[src/rtl/key_expansion_iter.sv]
// Iterative AES-128 key expansion: one round key per clock from a single SubWord path.
// Drives the full 1408-bit expanded key bus for the downstream round-key register stage.

module aes_sbox (
  input  logic [7:0] x,
  output logic [7:0] s
);
  // Row 0 of the FIPS-197 table sits in the top bits, so entry x lives at index ~x.
  localparam logic [255:0][7:0] SBOX_TABLE = {
    128'h637c777bf26b6fc53001672bfed7ab76,
    128'hca82c97dfa5947f0add4a2af9ca472c0,
    128'hb7fd9326363ff7cc34a5e5f171d83115,
    128'h04c723c31896059a071280e2eb27b275,
    128'h09832c1a1b6e5aa0523bd6b329e32f84,
    128'h53d100ed20fcb15b6acbbe394a4c58cf,
    128'hd0efaafb434d338545f9027f503c9fa8,
    128'h51a3408f929d38f5bcb6da2110fff3d2,
    128'hcd0c13ec5f974417c4a77e3d645d1973,
    128'h60814fdc222a908846eeb814de5e0bdb,
    128'he0323a0a4906245cc2d3ac629195e479,
    128'he7c8376d8dd54ea96c56f4ea657aae08,
    128'hba78252e1ca6b4c6e8dd741f4bbd8b8a,
    128'h703eb5664803f60e613557b986c11d9e,
    128'he1f8981169d98e949b1e87e9ce5528df,
    128'h8ca1890dbfe6426841992d0fb054bb16
  };

  assign s = SBOX_TABLE[~x];
endmodule

module key_expansion_iter (
  input  logic           clk,
  input  logic           rst,
  input  logic           start,
  input  logic [127:0]   key,
  output logic [1407:0]  expanded_key,
  output logic           busy,
  output logic           done,
  output logic           valid
);
  localparam logic [0:0] IDLE   = 1'b0;
  localparam logic [0:0] EXPAND = 1'b1;

  logic [0:0]         state;
  logic [3:0]         rnd;
  logic [7:0]         rcon;
  logic [10:0][127:0] slices;

  logic [3:0]   prev_idx;
  logic [127:0] prev;
  logic [31:0]  p0, p1, p2, p3;
  logic [31:0]  rot, sub, t;
  logic [31:0]  n0, n1, n2, n3;
  logic [7:0]   rcon_next;

  assign expanded_key = slices;

  // Previous round key feeds the next; out-of-range indices only occur outside EXPAND.
  always_comb begin
    prev_idx = rnd - 4'd1;
    prev     = '0;
    if (prev_idx <= 4'd10) begin
      prev = slices[prev_idx];
    end
  end

  assign {p0, p1, p2, p3} = prev;
  assign rot = {p3[23:0], p3[31:24]};

  aes_sbox u_sbox0 (.x(rot[31:24]), .s(sub[31:24]));
  aes_sbox u_sbox1 (.x(rot[23:16]), .s(sub[23:16]));
  aes_sbox u_sbox2 (.x(rot[15:8]),  .s(sub[15:8]));
  aes_sbox u_sbox3 (.x(rot[7:0]),   .s(sub[7:0]));

  assign t  = sub ^ {rcon, 24'h000000};
  assign n0 = p0 ^ t;
  assign n1 = p1 ^ n0;
  assign n2 = p2 ^ n1;
  assign n3 = p3 ^ n2;

  assign rcon_next = {rcon[6:0], 1'b0} ^ (rcon[7] ? 8'h1b : 8'h00);

  always_ff @(posedge clk) begin
    if (rst) begin
      state  <= IDLE;
      busy   <= 1'b0;
      done   <= 1'b0;
      valid  <= 1'b0;
      slices <= '0;
      rnd    <= 4'd0;
      rcon   <= 8'h00;
    end else begin
      done <= 1'b0;
      case (state)
        IDLE: begin
          if (start) begin
            slices[0] <= key;
            rnd       <= 4'd1;
            rcon      <= 8'h01;
            busy      <= 1'b1;
            valid     <= 1'b0;
            state     <= EXPAND;
          end
        end
        EXPAND: begin
          slices[rnd] <= {n0, n1, n2, n3};
          rcon        <= rcon_next;
          rnd         <= rnd + 4'd1;
          // Round 10 is the last slice; the result becomes usable the next cycle.
          if (rnd == 4'd10) begin
            state <= IDLE;
            busy  <= 1'b0;
            done  <= 1'b1;
            valid <= 1'b1;
          end
        end
        default: state <= IDLE;
      endcase
    end
  end
endmodule

[config.mk]
export PLATFORM = sky130hd
export DESIGN_NAME = key_expansion_iter
export DESIGN_NICKNAME = d
export VERILOG_FILES = /design/src/rtl/key_expansion_iter.sv
export SDC_FILE = /design/constraint.sdc
export NUM_CORES = 2
export LEC_CHECK = 0
export BUFFER_PORTS_ARGS = -buffer_cell sky130_fd_sc_hd__buf_2
export CAP_MARGIN = 30
export CORE_AREA = 2 2 593 595
export CTS_BUF_LIST = sky130_fd_sc_hd__clkbuf_8
export DETAILED_ROUTE_END_ITERATION = 7
export DIE_AREA = 0 0 595 597
export GPL_ROUTABILITY_DRIVEN = 1
export PLACE_DENSITY = 0.43
export SLEW_MARGIN = 20
export SYNTH_ARGS = -nofsm -noshare
export SYNTH_HDL_FRONTEND = slang
export SYNTH_HIERARCHICAL = 1
export SYNTH_SLANG_ARGS = --single-unit
[constraint.sdc]
create_clock -name clk -period 16.8 [get_ports clk]
set_input_delay 3.36 -clock clk [delete_from_list [all_inputs] [get_ports clk]]
set_output_delay 3.36 -clock clk [all_outputs]
set_load 0.03 [all_outputs]
==> qor.txt <==
CP endpoint: expanded_key[1154]
DR vias: 88970
Hold_ws: 0.4661 ns
Die width: 595 um
Design Area, Final: 0.1005 mm2
Critical path's slowest cell: buf_4
GP Congestion: 1.035
Post-synth cell types: 105
Failing checks: design-rule violations
Top cell by count, worst path: buf_4
CTS Buf Count: 288
Fill cell count: 37810
Crit path DAT: 10.80 ns
Post-synthesis compound-gate area fraction: 0.2327
FMAX: 100.9 MHz
FF-to-FF path depth: 23
TritonCTS clock tree: done
Layout Nets: 11300
Global-route wire length before repair: 737.0 mm
Largest net degree at the start of global routing: 186
Syn Std Cell Area: 0.08365 mm2
Antenna Violating Nets Remaining: 0
Worst Path Buf+Inv: 7
Critical path depth: 23
Net switching power: 3.268 mW
Sequential Power Share: 0.385
DR WL/cell: 34.49 um
R2r endpoint: expanded_key[1154]
Worst-Margin Slew: 1.183 ns
CP max stage delay: 0.78 ns
Sequential-to-total area share from yosys stat: 0.3408
Multi-input gate area: 0.04988 mm2
Clock H-tree levels: 5
Slew headroom: 0.2113
R2R setup slack: 6.89 ns
Post-synth top cells: dfxtp_1 (1424), nor2_1 (1412), nand2_1 (1065), clkbuf_1 (775), a21oi_1 (739)
#FFs+latches synth: 1424
FP Rows: 217
IO Port Bufs: 1541
Global route total overflow: 0
Tot GR Track Use: 0.2940
Post-cts resize count: 0
Root Driver: clkbuf_8
Number of hold buffers added after cts: 0
DP HPWL: 401.2 mm
Worst-Skew Late Latency: 1.10 ns
Crit Path Class: flip-flop to flip-flop
Post-layout util: 0.2883
Worst path required time: 17.69 ns
Hold Vio Cnt, Final: 0
Avg Cell Area, Syn: 8.186 um2
CP startpoint: rnd[0]
Ports: 1542
Finish-stage setup viols: 0
Outcome: finished, violations left
Max_cap viols: 0
Slew Viols, Final: 0
Largest family of logic cells by synthesized area: compound AO/OA/AOI/OAI gates
Vias in the first global route: 80990
DIE HEIGHT: 597 um
Placed inst area: 0.09459 mm2
CTS Buffer Depth: 4
DRC viols: 2
Post-synthesis mux area share: 0.1093
Synthesized instance count: 10220
Initial DRC count: 11150
Clock Sinks: 1424
RSZ-0062 raised after global routing: false
Reg clk slew, reported paths: 0.06 ns
Min-delay worst type: flip-flop to flip-flop
Combinational share of power: 0.204
Top cells by area, synth: dfxtp_1 (34%), mux4_2 (6.4%), nor2_1 (6.3%)
Area growth from synthesis to layout: 20.14%
Top-count cell post-synth: dfxtp_1
CP top delay family: buffers and inverters
Initial Utilization: 0.2400
Primary FF master, synth: dfxtp_1
Fin crit share: 0.5898
Syn nets: 10410
Simple logic cell fraction of the synthesized area: 0.2120
Post-synth EDFFs: 0
Cell Chain, Critical Path: inv_8 -> ha_4 -> buf_4 -> buf_4 -> mux4_2 -> mux2i_1 -> o21a_1 -> inv_2 -> buf_4 -> inv_1 -> ha_1 -> nor2_1 -> a211oi_1 -> o311ai_1 -> o221ai_1 -> a211oi_4 -> nor2_1 -> nand3_1 -> nand4_1 -> a311oi_4 -> buf_4 -> nor3_1 -> a2111oi_0
R2R Path Start: rnd[0]
Adder-cell share of the synthesized area: 0.008974
Routed Wire Length: 549.8 mm
Die ar.: 0.3552 mm2
Synthesis Warnings: 6
Switching Fraction: 0.3565
Clk pwr share: 0.411
Clk_skew: 0.1088 ns
Minimum clock period: 9.908 ns
Startpoint Class: flip-flop
Core Region: 0.3486 mm2
Initial antenna violation count: 50
Yosys top cell by area: dfxtp_1
Worst vdd ir: 58.49 uV
Register area: 0.02851 mm2
Drt pass-1 iters: 8
Drt via density: 5.580
Nature of the critical path endpoint: flip-flop
CP max FO: 76
Post-CTS setup buffers: 0
TNS Setup: 0 ns
Post-Synth XOR/XNOR Area: 0.02374
Lkg Pwr: 38.55 nW
Int Pwr: 5.898 mW
Layout cell share with drive strength beyond 1: 0.2487
Async S/R FF share, synth: 0
Pwr Density: 91.21 mW/mm2
Post-synth top area share: 0.3408
-- state kept, by name, indices dropped and copies added (netlist names) --
register / count
rcon: 8
valid: 1
expanded_key: 1408
state: 1
rnd: 4
busy: 1
done: 1
-- worst min-delay path, cell delays in order, from the launching register on --
cell     delay (ns)
dfxtp_1        0.32
nand2_1        0.05
o21ai_1        0.05
-- routing by layer --
| layer | vias to the layer above | wire length [um] | global-route usage |
|---|---|---|---|
| li1 | 38960 | - | - |
| met1 | 44290 | 223500 | 0.3744 |
| met2 | 4842 | 242400 | 0.4559 |
| met3 | 865 | 52760 | 0.08279 |
| met4 | 10 | 31060 | 0.1413 |
| met5 | - | 65 | 0 |
-- cells by family (layout without fill, tap and decap cells) --
kind of cell,after synthesis,count (layout)
xor gates and xnor gates,222,222
adders and majority gates,60,60
and+or+nand+nor,3865,3865
AOI/OAI and AO/OA,2715,2715
muxes,612,612
DFF,1424,1424
other,0,31
buffers and inverters,1321,2415
-- cells in the final DEF, fill, tap and decap left out, types with 79 or more instances in the layout --
master and count:
inv_1 149, nor2b_1 81, a21oi_1 738, nand3b_1 118, nand3_1 220, xnor2_1 79, buf_4 276, nand2_1 1055
clkbuf_8 350, nor3_1 442, dfxtp_1 1422, mux2i_1 347, buf_2 1544, a2111oi_2 141, a211oi_1 569, mux4_2 237
o21ai_0 352, nor3b_1 152, nor2_1 1409, xor2_1 113
-- metrics by stage --
| step | setup WS [ns] | instances | power [mW] |
|---|---|---|---|
| final | 6.892 | 15940 | 9.166 |
| after global routing | 6.390 | 15920 | 9.425 |
| after CTS | 6.936 | 15910 | 9.189 |
| after detailed placement | 7.048 | 15410 | 5.443 |
| after global placement | 6.946 | 15390 | 5.436 |
| after floorplan | 9.186 | 10220 | 4.661 |
-- power groups by stage --
stage | sequential, mW | combinational (mW) | clock [mW]
floorplan | 3.67 | 0.990 | 0
global placement | 3.60 | 1.84 | 0
detailed placement | 3.60 | 1.85 | 0
CTS | 3.53 | 1.85 | 3.81
global route | 3.53 | 1.93 | 3.96
finish | 3.53 | 1.87 | 3.77
-- worst min-delay path by stage --
stage	end	start	depth (start not counted)
6_report	expanded_key[1285]	expanded_key[1285]	2
5_1_grt	expanded_key[1302]	expanded_key[1302]	2
4_1_cts	expanded_key[1285]	expanded_key[1285]	2
3_5_place_dp	expanded_key[1285]	expanded_key[1285]	2
3_3_place_gp	busy	busy	1
2_1_floorplan	rcon[2]	rcon[1]	2
-- cell type report --
| type | count | area share |
|---|---|---|
| clock inverter | 145 | 0.009213 |
| inverter | 73 | 0.002876 |
| multi-input combinational | 7474 | 0.4963 |
| tap | 4599 | 0.05726 |
| timing repair buffer | 1847 | 0.1019 |
| antenna | 31 | 0.0007719 |
| sequential | 1424 | 0.2837 |
| clock buffer | 350 | 0.04793 |
(Power assumes the default switching activity.)
